===== src/rtl/mc_control_fsm.sv =====
// Multicycle MIPS-style control FSM: Moore datapath controls, retire/illegal pulses.
// Ports: clk, rst (async high), opcode/zero/mem_ready in; controls, state, instr_done, illegal_op, retire_cnt out.
// Optional macro MC_MEMWAIT_EN: FETCH/MEMRD/MEMWR hold until mem_ready.
module mc_control_fsm #(
  parameter int CNT_W = 16
) (
  input  logic             clk,
  input  logic             rst,
  input  logic [5:0]       opcode,
  input  logic             zero,
  input  logic             mem_ready,
  output logic             iord,
  output logic             alusrca,
  output logic             irwrite,
  output logic             memwrite,
  output logic             regwrite,
  output logic             regdst,
  output logic             memtoreg,
  output logic             branch,
  output logic             pc_en,
  output logic [1:0]       alusrcb,
  output logic [1:0]       aluop,
  output logic [1:0]       pcsrc,
  output logic [3:0]       state,
  output logic             instr_done,
  output logic             illegal_op,
  output logic [CNT_W-1:0] retire_cnt
);

  typedef enum logic [3:0] {
    S_FETCH   = 4'd0,
    S_DECODE  = 4'd1,
    S_MEMADR  = 4'd2,
    S_MEMRD   = 4'd3,
    S_MEMWB   = 4'd4,
    S_MEMWR   = 4'd5,
    S_EXECUTE = 4'd6,
    S_ALUWB   = 4'd7,
    S_BRANCH  = 4'd8,
    S_ADDIEX  = 4'd9,
    S_ADDIWB  = 4'd10,
    S_JUMP    = 4'd11
  } state_e;

  state_e           state_q, state_d;
  logic             instr_done_q, illegal_op_q;
  logic [CNT_W-1:0] retire_cnt_q;
  logic             pcwrite;
  logic             retire;
  logic             illegal;
  logic             rdy;

`ifdef MC_MEMWAIT_EN
  assign rdy = mem_ready;
`else
  logic unused_mem_ready;
  assign unused_mem_ready = mem_ready;
  assign rdy = 1'b1;
`endif

  always_ff @(posedge clk or posedge rst) begin
    if (rst) begin
      state_q      <= S_FETCH;
      instr_done_q <= 1'b0;
      illegal_op_q <= 1'b0;
      retire_cnt_q <= '0;
    end else begin
      state_q      <= state_d;
      instr_done_q <= retire;
      illegal_op_q <= illegal;
      if (retire)
        retire_cnt_q <= retire_cnt_q + {{(CNT_W-1){1'b0}}, 1'b1};
    end
  end

  always_comb begin
    state_d  = state_q;
    iord     = 1'b0;
    alusrca  = 1'b0;
    irwrite  = 1'b0;
    memwrite = 1'b0;
    regwrite = 1'b0;
    regdst   = 1'b0;
    memtoreg = 1'b0;
    branch   = 1'b0;
    alusrcb  = 2'b00;
    aluop    = 2'b00;
    pcsrc    = 2'b00;
    pcwrite  = 1'b0;
    retire   = 1'b0;
    illegal  = 1'b0;
    case (state_q)
      S_FETCH: begin
        alusrcb = 2'b01;
        irwrite = rdy;
        pcwrite = rdy;
        if (rdy) state_d = S_DECODE;
      end
      S_DECODE: begin
        alusrcb = 2'b11;
        case (opcode)
          6'b100011,
          6'b101011: state_d = S_MEMADR;
          6'b000000: state_d = S_EXECUTE;
          6'b000100: state_d = S_BRANCH;
          6'b001000: state_d = S_ADDIEX;
          6'b000010: state_d = S_JUMP;
          default: begin
            state_d = S_FETCH;
            illegal = 1'b1;
          end
        endcase
      end
      S_MEMADR: begin
        alusrca = 1'b1;
        alusrcb = 2'b10;
        state_d = (opcode == 6'b100011) ? S_MEMRD : S_MEMWR;
      end
      S_MEMRD: begin
        iord = 1'b1;
        if (rdy) state_d = S_MEMWB;
      end
      S_MEMWB: begin
        memtoreg = 1'b1;
        regwrite = 1'b1;
        state_d  = S_FETCH;
        retire   = 1'b1;
      end
      S_MEMWR: begin
        iord     = 1'b1;
        memwrite = 1'b1;
        if (rdy) begin
          state_d = S_FETCH;
          retire  = 1'b1;
        end
      end
      S_EXECUTE: begin
        alusrca = 1'b1;
        aluop   = 2'b10;
        state_d = S_ALUWB;
      end
      S_ALUWB: begin
        regdst   = 1'b1;
        regwrite = 1'b1;
        state_d  = S_FETCH;
        retire   = 1'b1;
      end
      S_BRANCH: begin
        alusrca = 1'b1;
        aluop   = 2'b01;
        pcsrc   = 2'b01;
        branch  = 1'b1;
        state_d = S_FETCH;
        retire  = 1'b1;
      end
      S_ADDIEX: begin
        alusrca = 1'b1;
        alusrcb = 2'b10;
        state_d = S_ADDIWB;
      end
      S_ADDIWB: begin
        regwrite = 1'b1;
        state_d  = S_FETCH;
        retire   = 1'b1;
      end
      S_JUMP: begin
        pcsrc   = 2'b10;
        pcwrite = 1'b1;
        state_d = S_FETCH;
        retire  = 1'b1;
      end
      // unused codes 12-15 recover to FETCH with all controls low
      default: state_d = S_FETCH;
    endcase
  end

  assign pc_en      = pcwrite | (branch & zero);
  assign state      = state_q;
  assign instr_done = instr_done_q;
  assign illegal_op = illegal_op_q;
  assign retire_cnt = retire_cnt_q;

endmodule

===== config.mk =====
export PLATFORM = sky130hd
export DESIGN_NAME = mc_control_fsm
export DESIGN_NICKNAME = d
export VERILOG_FILES = /design/src/rtl/mc_control_fsm.sv
export SDC_FILE = /design/constraint.sdc
export NUM_CORES = 1
export LEC_CHECK = 0
export CAP_MARGIN = 10
export CORE_UTILIZATION = 47
export CTS_CLUSTER_SIZE = 8
export DETAILED_ROUTE_END_ITERATION = 6
export GPL_TIMING_DRIVEN = 0
export PLACE_DENSITY = 0.84
export SYNTH_ARGS = -nofsm -noshare
export SYNTH_HDL_FRONTEND = slang
export SYNTH_SLANG_ARGS = --single-unit

===== constraint.sdc =====
create_clock -name clk -period 2.15 [get_ports clk]
set_clock_uncertainty 0.05 [all_clocks]
set_input_delay 0.5375 -clock clk [delete_from_list [all_inputs] [get_ports clk]]
set_output_delay 0.5375 -clock clk [all_outputs]
set_load 0.02 [all_outputs]

==> results of run 1 <==
==> metal layers <==
metal	wire, um	part of all wire	track usage	up-vias
li1	-	-	-	564
met1	1340	0.43	0.273	589
met2	1610	0.51	0.433	56
met3	172	0.054	0.0226	6
met4	36	0.011	0.0921	0
met5	0	0	0	-
==> flip-flops by register name, indices dropped and copies added, names as in the netlist <==
| signal | flops |
|---|---|
| retire_cnt | 16 |
| state | 4 |
| illegal_op | 1 |
| instr_done | 1 |
==> what timing repair did <==
item                                    CTS  global route
cloned                                    0             0
hold endpoints to repair                  0             0
resized for setup                        57             8
pin swaps                                 1             1
endpoints found under the setup margin   15            14
setup buffers                             0             2
==> power groups by stage <==
stage | registers [mW] | clock network [mW] | logic [mW]
after global routing | 0.546 | 0.250 | 0.964
final | 0.539 | 0.229 | 0.909
after CTS | 0.540 | 0.232 | 0.862
after floorplan | 0.623 | 0 | 0.448
after detailed placement | 0.549 | 0 | 0.880
after global placement | 0.546 | 0 | 0.863
==> metrics by stage <==
step	std cells	worst slack, ns	instance area, sq um	utilization
finish	210	0.0660	1790	0.718
global route	210	-0.00608	1790	0.718
CTS	208	0.00313	1780	0.711
detailed placement	204	-0.334	1740	0.696
global placement	204	-0.276	1740	0.696
floorplan	129	-0.0477	1250	-
==> how the worst max path moves through the flow <==
| stage | startpoint | end | slack [ns] |
|---|---|---|---|
| floorplan | state[0] | pcsrc[0] | -0.05 |
| global placement | zero | pc_en | -0.28 |
| detailed placement | zero | pc_en | -0.33 |
| CTS | state[0] | aluop[1] | 0.003 |
| global route | state[2] | alusrcb[0] | -0.006 |
| finish | state[2] | alusrcb[0] | 0.07 |
==> final cells by class <==
class                           instances  area, sq um  area share
Timing Repair Buffer                   47          434       0.242
Sequential cell                        22          552       0.308
Tap cell                               30         37.5      0.0209
Clock buffer                            4         36.3      0.0202
Buffer                                  9         70.1      0.0391
Multi-Input combinational cell         92          642       0.358
Inverter                                6         22.5      0.0126
==> placed cells by master (no fill, tap or decap), drive strengths merged, types with 2 or more instances in the layout <==
cell type,n
o21ai,2
or4,2
nor3,10
nand3,6
dfrtp,22
nor4,3
clkdlybuf4s15,4
dlygate4sd2,2
buf,15
nor2b,2
o211ai,2
a21oi,5
and3,3
nand2b,2
inv,6
nand2,7
clkdlybuf4s50,30
xnor2,15
xor2,2
nand4,13
nor2,6
a2111oi,2
clkbuf,8
==> logic make-up (layout without fill, tap and decap cells) <==
kind of cell / after synthesis / in the layout
xor+xnor: 17 / 17
simple gates: 55 / 55
mux: 2 / 2
buf+inv: 15 / 66
fa+ha+maj: 1 / 1
compound gates: 17 / 17
flops: 22 / 22
==> critical path: cells and delay by family (launching register included) <==
family                 cells  cell delay, ns
buffers and inverters      2            0.57
DFF                        1            0.44
and+or+nand+nor            1            0.19
==> impl_results.md, run 1 <==
* CORE AREA at 2500 sq um
* Achievable Freq at 480 MHz
* Top-count cell post-synth: dfrtp_1
* Hold slack at around 0.43 ns
* Setup tns final at 0 ns
* Worst relative slew slack at 0.458
* Mux contribution to synthesized area at 0.0170
* Min-Delay Endpoint: retire_cnt[15]
* CP max FO at 10
* Max stage delay on crit path at roughly 0.44 ns
* Fin. max-slew vios at 0
* Number of global-route vias before repair at about 1100
* Largest area contributor in the netlist: dfrtp_1
* Routed Antenna Nets at 0
* Syn Inst Count at between 100 and 150
* Vias after detailed routing at 1215
* Compound-Gate Fraction of Synth Area at 0.100
* Critical Path RT at 1.56 ns
* Syn_nets at 140
* Main area contributors after synthesis: dfrtp_1 44%, xnor2_1 11%, nand4_1 6.5%
* FF-to-FF End: retire_cnt[3]
* Fillers at 189
* Num CTS Buffers at 3
* Pint at ~970 uW
* Post-Synth Simple-Gate Area at 0.249
* H-tree Lvls at 1
* IO Port Bufs at 45
* CP Launch Type: flop
* Synth unique cells at 34
* Area growth from synthesis to layout at 43.4%
* Worst-margin pin slew at between 0.8 and 0.9 ns
* CP arrival at 1.50 ns
* Share of cells above drive strength 1 at 0.206
* Yosys reg bits at 22
* Comb pwr share at 0.542
* Ys async rst share at 1.00
* Ys flop type: dfrtp_1
* Adder-Cell Fraction of Synth Area at 0.0100
* NetSw at 704 uW
* Die height at 53.6 um
* GRT Total Usage at 0.233
* Clk sinks at 22
* CTS Root Cell: clkbuf_4
* DIE AREA at 2870 sq um
* Row count at 18
* CTS Buffer Depth at 2
* Post-Route WL at 3160 um
* WL/cell at 15.0 um
* Final Cycle Share at 0.969
* Final min period at 2.08 ns
* Post-synthesis sequential area ratio at 0.440
* Worst-path cell chain: clkbuf_2, nor3_1, dlygate4sd2_1
* Max_cap viols at 0
* Total power divided by cell area at 935 nW/um^2
* Worst vdd ir at 0.959 mV
* Area share of the largest cell type after synthesis at 0.440
* DRC viols at 0
* Drt first pass iters at 4
* First-pass GRT wire length at 4860 um
* Number of nets in the layout at 192
* Status: finished clean
* Vias per std cell at approximately 5.8
* Skew-Pair Late Insertion Delay at 0.30 ns
* Most common library cells after synthesis: 22 x dfrtp_1, 15 x xnor2_1, 13 x nand4_1
* Sequential Power Share at 0.321
* I/O pin total at between 40 and 50
* Worst setup EP type: output port
* Post-Synth XOR/XNOR Area at 0.119
* Critical Path Slowest Stage Cell: dfrtp_1
* Post-CTS Hold Buffers at 0
* Sw frac at 0.420
* DIE WIDTH at 53.6 um
* Final hold violation count at 0
* Starting DRT DRC Count at 14
* Largest family of logic cells by synthesized area: simple AND/OR/NAND/NOR gates
* Placer Congestion at 0.813
* Mean Syn Cell Area at approximately 9.7 sq um
* CTS tree: built
* Leak at 0.738 nW
* HPWL Detailed at approximately 2200 um
* RR Startpoint: state[1]
* Hold Path Depth at 1
* Post-synth EDFFs at 0
* R2R Setup Slk at 0.54 ns
* Initial core utilization at 0.501
* YS warnings at 0
* FF-to-FF path depth at 7
* Final setup fails at 0
* Pwr Total at 1.68 mW
* Worst-path clk slew at 0.12 ns
* Antenna diode count at 0
* Worst Setup Path Type: reg2out
* Largest net degree at the start of global routing at 23
* HP Class: reg2reg
* Aggregate global routing overflow at 0
* Hold Path Origin: retire_cnt[15]
* Initial antenna violation count at 0
* Clock group share of total power at 0.137
* Synthesized area at 1250 sq um
(Power assumes the default switching activity.)
==> run 2, diff against run 1 <==
--- a/config.mk
+++ b/config.mk
@@ -6,11 +6,15 @@
 export NUM_CORES = 1
 export LEC_CHECK = 0
 export CAP_MARGIN = 10
-export CORE_UTILIZATION = 47
+export CELL_PAD_IN_SITES_DETAIL_PLACEMENT = 1
+export CELL_PAD_IN_SITES_GLOBAL_PLACEMENT = 1
+export CORE_UTILIZATION = 36
+export CTS_BUF_LIST = sky130_fd_sc_hd__clkbuf_2 sky130_fd_sc_hd__clkbuf_4 sky130_fd_sc_hd__clkbuf_8
 export CTS_CLUSTER_SIZE = 8
 export DETAILED_ROUTE_END_ITERATION = 6
 export GPL_TIMING_DRIVEN = 0
-export PLACE_DENSITY = 0.84
+export MAX_ROUTING_LAYER = met4
+export PLACE_DENSITY_LB_ADDON = 0.1
 export SYNTH_ARGS = -nofsm -noshare
 export SYNTH_HDL_FRONTEND = slang
 export SYNTH_SLANG_ARGS = --single-unit
==> run 2 against run 1 <==
  * Via count is 1.6% lower
  * Sequential cell count stayed put
  * Global-route usage is 1.7 points lower
  * Clock power hardly changed
  * Worst setup slack better by 0.013 ns
  * Combinational power is 2.4% higher
  * Sequential share of layout area hardly changed
  * Core utilization is 18 points lower
  * Wire length is 9.8% higher
  * Total power is 1.6% higher
  * Clock-buffer cell count stayed put
  * Cell count is 8.1% higher
  * Largest power group unchanged
==> impl_results.md, run 2 (synthesized netlist as in run 1, its figures left out) <==
* Status: finished clean
* CTS Root Cell: clkbuf_4
* Critical Path RT at 1.56 ns (about the same)
* Drt first pass iters at 4 (unchanged)
* Placed insts at 220 (+7.8%)
* Worst setup EP type: output port
* Num CTS Buffers at 3 (unchanged)
* Fillers at 414 (+120%)
* IO Port Bufs at 45 (unchanged)
* Initial antenna violation count at 0 (unchanged)
* Leak at 0.747 nW (+1.3%)
* Routed Antenna Nets at 0 (unchanged)
* Worst Setup Path Type: reg2out
* HP Class: reg2reg
* CP max FO at 4 (-6)
* Hold Path Origin: retire_cnt[15]
* Core Util, Final at 0.537 (-0.181)
* Share of cells above drive strength 1 at 0.215 (+0.00991)
* CP startpoint: state[1]
* Non-filler cells, final at 227 (+8.1%)
* Die height at 61.0 um (+14%)
* Skew-Pair Late Insertion Delay at 0.31 ns (about the same)
* RR Startpoint: state[0]
* CTS Buffer Depth at 2 (unchanged)
* Number of nets in the layout at 193 (+0.52%)
* H-tree Lvls at 1 (unchanged)
* CP arrival at 1.48 ns (-0.02 ns)
* Vias per std cell at 5.27 (-8.9%)
* Post-Route WL at 3470 um (+9.8%)
* Final hold violation count at 0 (unchanged)
* Total power divided by cell area at 951 nW/um^2 (+1.8%)
* Worst-margin pin slew at 0.824 ns (+0.0122 ns)
* Achievable Freq at 483 MHz (+0.60%)
* Setup tns final at 0 ns (unchanged)
* Placer Congestion at 0.794 (-2.4%)
* Max_cap viols at 0 (unchanged)
* Vias after detailed routing at 1196 (-1.6%)
* CTS tree: built
* Aggregate global routing overflow at 0 (unchanged)
* DIE WIDTH at 61.0 um (+14%)
* Largest net degree at the start of global routing at 23 (unchanged)
* GRT Total Usage at 0.216 (-0.0172)
* Starting DRT DRC Count at 35 (+21)
* DIE AREA at 3720 sq um (+29%)
* Commonest non-fill, non-tap cell in the layout: clkdlybuf4s50_1
* Worst-path clk slew at 0.13 ns (about the same)
* Area growth from synthesis to layout at 43.2%
* Fin. max-slew vios at 0 (unchanged)
* Clk sinks at 22 (unchanged)
* WL/cell at 15.3 um (+1.6%)
* Number of global-route vias before repair at 1218 (+13%)
* Final Cycle Share at 0.963 (-0.00583)
* Post-CTS Hold Buffers at 0 (unchanged)
* Max reg flops at 16 (unchanged)
* Worst vdd ir at 0.486 mV (-49%)
* Row count at 21 (+3)
* HPWL Detailed at 2560 um (+14%)
* First-pass GRT wire length at 5720 um (+18%)
* DRC viols at 0 (unchanged)
* Final min period at 2.07 ns (-0.0125 ns)
* Most frequent cells in the layout: 30 x clkdlybuf4s50_1, 21 x dfrtp_1, 15 x xnor2_1
* Initial core utilization at 0.375 (-0.126)
* Worst relative slew slack at 0.450 (-0.00812)
* Final setup fails at 0 (unchanged)
* I/O pin total at 47 (unchanged)
* Hold slack at 0.427 ns (-0.00734 ns)
* CORE AREA at 3340 sq um (+33%)
* CP Launch Type: flop
* Antenna diode count at 0 (unchanged)
run 2: stage by stage:
stage          power (mW)  area, sq um  worst slack (ns)
6_report             1.70         1790            0.0785
5_1_grt              1.81         1790          -0.00347
3_5_place_dp         1.45         1760            -0.321
4_1_cts              1.66         1790           0.00409
3_3_place_gp         1.42         1760            -0.275
2_1_floorplan        1.07         1250           -0.0477
run 2: what timing repair did:
action | 4_1_cts | 5_1_grt
endpoints found under the setup margin | 15 | 13
setup buffers | 1 | 2
gates resized for setup | 55 | 16
pin swaps | 1 | 1
run 2: area by class of cell:
| cell class | count | area [sq um] | area share |
|---|---|---|---|
| repair buffers | 48 | 413 | 0.230 |
| well taps | 46 | 57.6 | 0.0321 |
| clock buffers | 4 | 36.3 | 0.0203 |
| inverters | 6 | 25.0 | 0.0140 |
| flip-flops and latches | 22 | 552 | 0.308 |
| plain buffers | 9 | 71.3 | 0.0398 |
| multi-input cells | 92 | 637 | 0.355 |
run 2: routing by layer:
metal	vias to the layer above	GRT usage	wire (um)
li1	567	-	-
met1	596	0.243	1440
met2	31	0.388	1880
met3	2	0.0320	124
met4	0	0.0747	25
met5	-	-	0
run 2: worst max-delay path, cell delays in order, from the launching register on:
cell             delay (ns)
dfrtp_2                0.42
buf_4                  0.15
clkdlybuf4s50_1        0.60
run 2: path summary, 6_finish.rpt:
kind,slack [ns],end,depth (start not counted)
max,0.08,state[1],2
min,0.43,retire_cnt[15],1
max reg2reg,0.54,retire_cnt[4],6
min reg2reg,0.43,retire_cnt[15],1
max in group asynchronous,0.86,state[1],2
min in group asynchronous,0.63,retire_cnt[1],2
run 2: power by group:
| group | internal [mW] | leakage (nW) | switching, mW |
|---|---|---|---|
| combinational | 0.403 | 0.432 | 0.527 |
| clock | 0.103 | 0.0210 | 0.127 |
| sequential | 0.481 | 0.294 | 0.0630 |
| total | 0.987 | 0.747 | 0.717 |
